[src/rtl/uart_rx_frame.sv]
// uart_rx_frame: oversampling UART receiver with 3-sample vote, error flags and valid/ready output.
module uart_rx_frame #(
    parameter int DATA   = 8,
    parameter int PARITY = 0,
    parameter int STOP   = 1,
    parameter int OSR    = 16
) (
    input  logic            i_divided_clk,
    input  logic            i_rst_n,
    input  logic            i_en,
    input  logic            i_rx,
    input  logic            i_ready,
    output logic [DATA-1:0] o_data,
    output logic            o_valid,
    output logic            o_parity_err,
    output logic            o_frame_err,
    output logic            o_break,
    output logic            o_overrun,
    output logic            o_busy,
    output logic [2:0]      d_state
);
    localparam int SW = $clog2(OSR);
    localparam int BW = $clog2(DATA);
    typedef enum logic [2:0] {
        ST_IDLE  = 3'd0,
        ST_START = 3'd1,
        ST_DATA  = 3'd2,
        ST_PAR   = 3'd3,
        ST_STOP  = 3'd4,
        ST_WAIT  = 3'd5
    } state_t;
    state_t state, state_n;
    logic rx_m, rxs, v0, v1, vote, vt, ce, fin;
    logic ferr, ferr_n, stop0_low, s0_n, brk, perr, pbit, sidx;
    logic [SW-1:0] scnt;
    logic [BW-1:0] bidx;
    logic [DATA-1:0] shreg;
    assign o_busy  = state != ST_IDLE;
    assign d_state = state;
    always_comb begin
        vote    = (v0 & v1) | (v0 & rxs) | (v1 & rxs);
        vt      = i_en && scnt == SW'(OSR/2+1);
        ce      = i_en && scnt == SW'(OSR-1);
        fin     = state == ST_STOP && vt && sidx == 1'(STOP-1);
        ferr_n  = ferr | ~vote;
        s0_n    = sidx ? stop0_low : ~vote;
        brk     = ~|shreg & ((PARITY == 0) | ~pbit) & s0_n;
        perr    = PARITY == 0 ? 1'b0 : PARITY == 1 ? ~(^shreg ^ pbit) : (^shreg ^ pbit);
        state_n = state;
        case (state)
            ST_IDLE:  if (i_en && !rxs) state_n = ST_START;
            ST_START: if (vt && vote) state_n = ST_IDLE;
                      else if (ce) state_n = ST_DATA;
            ST_DATA:  if (ce && bidx == BW'(DATA-1)) state_n = PARITY != 0 ? ST_PAR : ST_STOP;
            ST_PAR:   if (ce) state_n = ST_STOP;
            // Completing on the vote tick leaves half a cell to catch the next start edge
            ST_STOP:  if (fin) state_n = ferr_n ? ST_WAIT : ST_IDLE;
            ST_WAIT:  if (i_en && rxs) state_n = ST_IDLE;
            default:  state_n = ST_IDLE;
        endcase
    end
    always_ff @(posedge i_divided_clk) begin
        if (!i_rst_n) state <= ST_IDLE;
        else if (i_en) state <= state_n;
    end
    always_ff @(posedge i_divided_clk) begin
        if (!i_rst_n) begin
            rx_m         <= 1'b1;
            rxs          <= 1'b1;
            scnt         <= '0;
            bidx         <= '0;
            sidx         <= 1'b0;
            v0           <= 1'b0;
            v1           <= 1'b0;
            shreg        <= '0;
            pbit         <= 1'b0;
            ferr         <= 1'b0;
            stop0_low    <= 1'b0;
            o_data       <= '0;
            o_valid      <= 1'b0;
            o_parity_err <= 1'b0;
            o_frame_err  <= 1'b0;
            o_break      <= 1'b0;
            o_overrun    <= 1'b0;
        end else begin
            rx_m <= i_rx;
            rxs  <= rx_m;
            if (i_en) begin
                scnt <= (state == ST_IDLE || state_n == ST_IDLE || ce) ? '0 : scnt + 1'b1;
                if (scnt == SW'(OSR/2-1)) v0 <= rxs;
                if (scnt == SW'(OSR/2)) v1 <= rxs;
                if (state == ST_START) begin
                    bidx <= '0;
                    sidx <= 1'b0;
                    ferr <= 1'b0;
                end
                if (state == ST_DATA && vt) shreg[bidx] <= vote;
                if (state == ST_DATA && ce) bidx <= bidx + 1'b1;
                if (state == ST_PAR && vt) pbit <= vote;
                if (state == ST_STOP && vt) begin
                    ferr      <= ferr_n;
                    stop0_low <= s0_n;
                end
                if (state == ST_STOP && ce) sidx <= 1'b1;
            end
            // A completion while a frame is still held and not leaving is dropped
            if (fin && (!o_valid || i_ready)) begin
                o_data       <= shreg;
                o_parity_err <= perr;
                o_frame_err  <= ferr_n;
                o_break      <= brk;
                o_valid      <= 1'b1;
                o_overrun    <= 1'b0;
            end else if (fin) begin
                o_overrun <= 1'b1;
            end else if (o_valid && i_ready) begin
                o_valid   <= 1'b0;
                o_overrun <= 1'b0;
            end
        end
    end
endmodule

[config.mk]
export PLATFORM = sky130hd
export DESIGN_NAME = uart_rx_frame
export DESIGN_NICKNAME = d
export VERILOG_FILES = /design/src/rtl/uart_rx_frame.sv
export SDC_FILE = /design/constraint.sdc
export NUM_CORES = 1
export LEC_CHECK = 0
export CORE_ASPECT_RATIO = 1.25
export CORE_MARGIN = 2
export CORE_UTILIZATION = 59
export CTS_CLUSTER_DIAMETER = 200
export DETAILED_ROUTE_END_ITERATION = 8
export PLACE_DENSITY = 0.83
export SLEW_MARGIN = 20
export SYNTH_ARGS = -nofsm -noshare
export SYNTH_HDL_FRONTEND = slang
export SYNTH_SLANG_ARGS = --single-unit
[constraint.sdc]
create_clock -name i_divided_clk -period 5.7 [get_ports i_divided_clk]
set_clock_uncertainty 0.15 [all_clocks]
set_input_delay 1.14 -clock i_divided_clk [delete_from_list [all_inputs] [get_ports i_divided_clk]]
set_output_delay 1.14 -clock i_divided_clk [all_outputs]
set_load 0.01 [all_outputs]
==> results.cfg <==
[outcome]
status = finished clean

[pwr]
vdd_drop_max_mv = 0.2173
p_per_area_nw_per_um2 = 239.6
power_leakage_uw = 0.0007744

[detailed_routing]
wl_met3_um = 118
first_iter_violations = 44
drt_pass1_iterations = 4
routedWlPerCell_um = 14.80
m1WireLength_um = 1591
met2_length_um = 1997
wl_um = 3773
vias = 1491
drc = 0
via_per_inst = 5.847
highest_layer = met4
ant_nets = 0

[yosys]
yosysUniqueCellTypes = 49
yosys.area.top_type = dfxtp_1
synth_edf_count = 0
synth.top_cell.area_share_pct = 38.57
ys_dominant_reg_cell = dfxtp_1
synth_most_common_cell = dfxtp_1
synth_common_cells = dfxtp_1, nor2b_1, mux2i_1
yosysSeqAreaShare_pct = 38.57
synthCells = 205
synth-seq-cells = 37
synthTopCellsByArea = dfxtp_1, mux2i_1, nor2b_1
avgSynthCellArea_um2 = 9.369
syn_nets = 215
netlist_area_um2 = 1921
synth_warnings = 0
async_reset_ff_share_pct = 0

[placed_design]
hpwl_um = 2642
preCtsSetupSlack_ns = 1.863
io_buffers = 20
place.gp.congestion = 0.8663

[cells_and_area]
num_antenna_cells = 0
fin_nets = 227
area_growth_pct = 14.14
drive_above_1_share_pct = 7.339
fill_cells = 272

[global_routing]
antenna_found_initial = 0
grt_first_pass_wirelength_um = 6230
grt_pass1_vias = 1461
track_usage_pct = 23.55
grt_overflow = 0
grt_start_max_net_pins = 43

[setup_path]
worstSetupPathType = input pin to register
start_kind = input pin
cp_top_family = simple AND/OR/NAND/NOR gates
r2r-start = d_state[2]
path_max_fanout = 20
r2r_cells = 4
reg2reg_slack_ns = 3.33
critical_path_buf_inv_count = 1
crit_path_end_kind = register
required_ns = 5.74
worstPathArrival_ns = 3.56
r2r-end = o_data[4]
path_cells = clkdlybuf4s50_1 > nand4b_1 > nor4_4 > mux2i_1 > nor2b_1
slowest_stage = clkdlybuf4s50_1
cpPeakStageDelay_ns = 0.87

[die]
die_h_um = 67.79
die_w_um = 55.03
design.core.area_um2 = 3166
rows = 23
die-area_um2 = 3730
io_pins = 22
start_util_pct = 60.67

[sta]
slew_headroom_pct = 44.16
hold_viol = 0
period_share_pct = 61.71
tns_ns = 0
setup_viol = 0
fmax_mhz = 284.3
finalCriticalPeriod_ns = 3.517
slew_viol_final = 0
worst_pin_slew_ns = 0.8313
grt_setup_unrepaired = false
setup_slack_ns = 2.183

[clock_tree]
cts_tree = yes
cts_max_path_buffers = 2
cts-buffers-inserted = 5
cts_root_buffer = clkbuf_8
postCtsSetupRepairBufs = 0
cts_max_level = 2
path_clk_slew_ns = 0.08
clkSinkCount = 37
cts_resized = 0
worstSkewPairLatency_ns = 0.30
cts_hold_buf = 0

[min_path]
min-delay-start = rx_m
whs_path_depth = 1
worst_hold_path_type = register to register
whs_endpoint = rxs

[flow_run]
maxCapViolations = 0
-- worst register-to-register path, stage by stage, from the launching register on --
cell,delay (ns)
dfxtp_1,0.50
or3b_1,0.53
nor4_4,0.74
mux2i_1,0.28
nor2b_1,0.06
-- area by class of cell --
type	instances	area [µm²]	share of cell area, %
flip-flops and latches	37	740.7	33.79
multi-input cells	147	1062	48.46
well taps	37	46.29	2.112
repair buffers	21	207.7	9.475
clock buffers	7	86.33	3.938
inverters	5	18.77	0.8562
clock inverters	1	30.03	1.370
-- power breakdown --
group | leakage [µW] | internal (µW) | total [µW] | switching [µW]
clock | 0.0000585 | 143 | 239 | 96.6
sequential | 0.000298 | 260 | 261 | 1.76
combinational | 0.000417 | 12.3 | 24.6 | 12.3
total | 0.000774 | 414 | 525 | 111
-- metal layers --
layer	up-vias	track usage (%)
met5	-	0
met4	0	9.451
met3	6	6.858
met2	23	41.22
met1	712	25.90
li1	750	-
-- worst max path at each step --
stage | from | end | slack, ns | cells after the start
finish | i_en | o_data[4] | 2.18 | 5
global route | i_en | o_data[4] | 1.97 | 5
CTS | i_en | o_data[4] | 2.17 | 5
detailed placement | i_en | o_data[4] | 1.86 | 5
global placement | i_en | o_data[6] | 1.98 | 5
floorplan | i_en | scnt[0] | 3.15 | 6
-- layout by cell type (no fill, tap or decap), types with 2 or more instances in the layout --
master / n
nand4b_1: 2
mux2i_1: 21
a21boi_0: 4
ha_1: 5
nand2b_1: 4
clkdlybuf4s50_1: 20
nand3b_1: 6
and4_1: 2
inv_1: 5
nand2_1: 11
clkbuf_8: 6
nor2_1: 7
o21ai_0: 7
nor4_1: 4
nand4_1: 4
and2_1: 2
nor2b_1: 23
a21oi_1: 2
nand3_1: 10
o31ai_1: 3
or3b_2: 2
nor3_1: 2
nor3b_1: 2
dfxtp_1: 37
a211oi_1: 2
-- state kept, by name, summed over array words and instances (netlist names) --
| register | cells |
|---|---|
| o_data | 8 |
| shreg | 8 |
| scnt | 4 |
| bidx | 3 |
| d_state | 3 |
| ferr | 1 |
| o_break | 1 |
| o_frame_err | 1 |
| o_overrun | 1 |
| o_valid | 1 |
| rx_m | 1 |
| rxs | 1 |
| sidx | 1 |
| stop0_low | 1 |
| v0 | 1 |
| v1 | 1 |
-- kinds of logic (layout without fill, tap and decap cells) --
family | after synthesis | in the layout | share of synthesized area [%]
other | 1 | 1 | 0.1953
DFF | 37 | 37 | 38.57
buffers and inverters | 21 | 34 | 6.123
adders and majority gates | 6 | 6 | 3.779
AOI/OAI and AO/OA | 29 | 29 | 10.95
and+or+nand+nor | 90 | 90 | 29.45
muxes | 21 | 21 | 10.94
-- through the flow --
| step | utilization [%] | area, µm² | total power, µW | hold slack (ns) | std cells |
|---|---|---|---|---|---|
| finish | 69.25 | 2192 | 525.1 | 0.2632 | 255 |
| global route | 69.25 | 2192 | 540.8 | 0.2967 | 255 |
| CTS | 69.25 | 2192 | 526.3 | 0.2676 | 255 |
| detailed placement | 65.57 | 2076 | 291.8 | 0.2499 | 247 |
| global placement | 65.57 | 2076 | 290.9 | 0.2465 | 247 |
| floorplan | - | 1921 | 285.5 | 0.2363 | 205 |
Note: power is estimated with default switching activity, not from simulation.
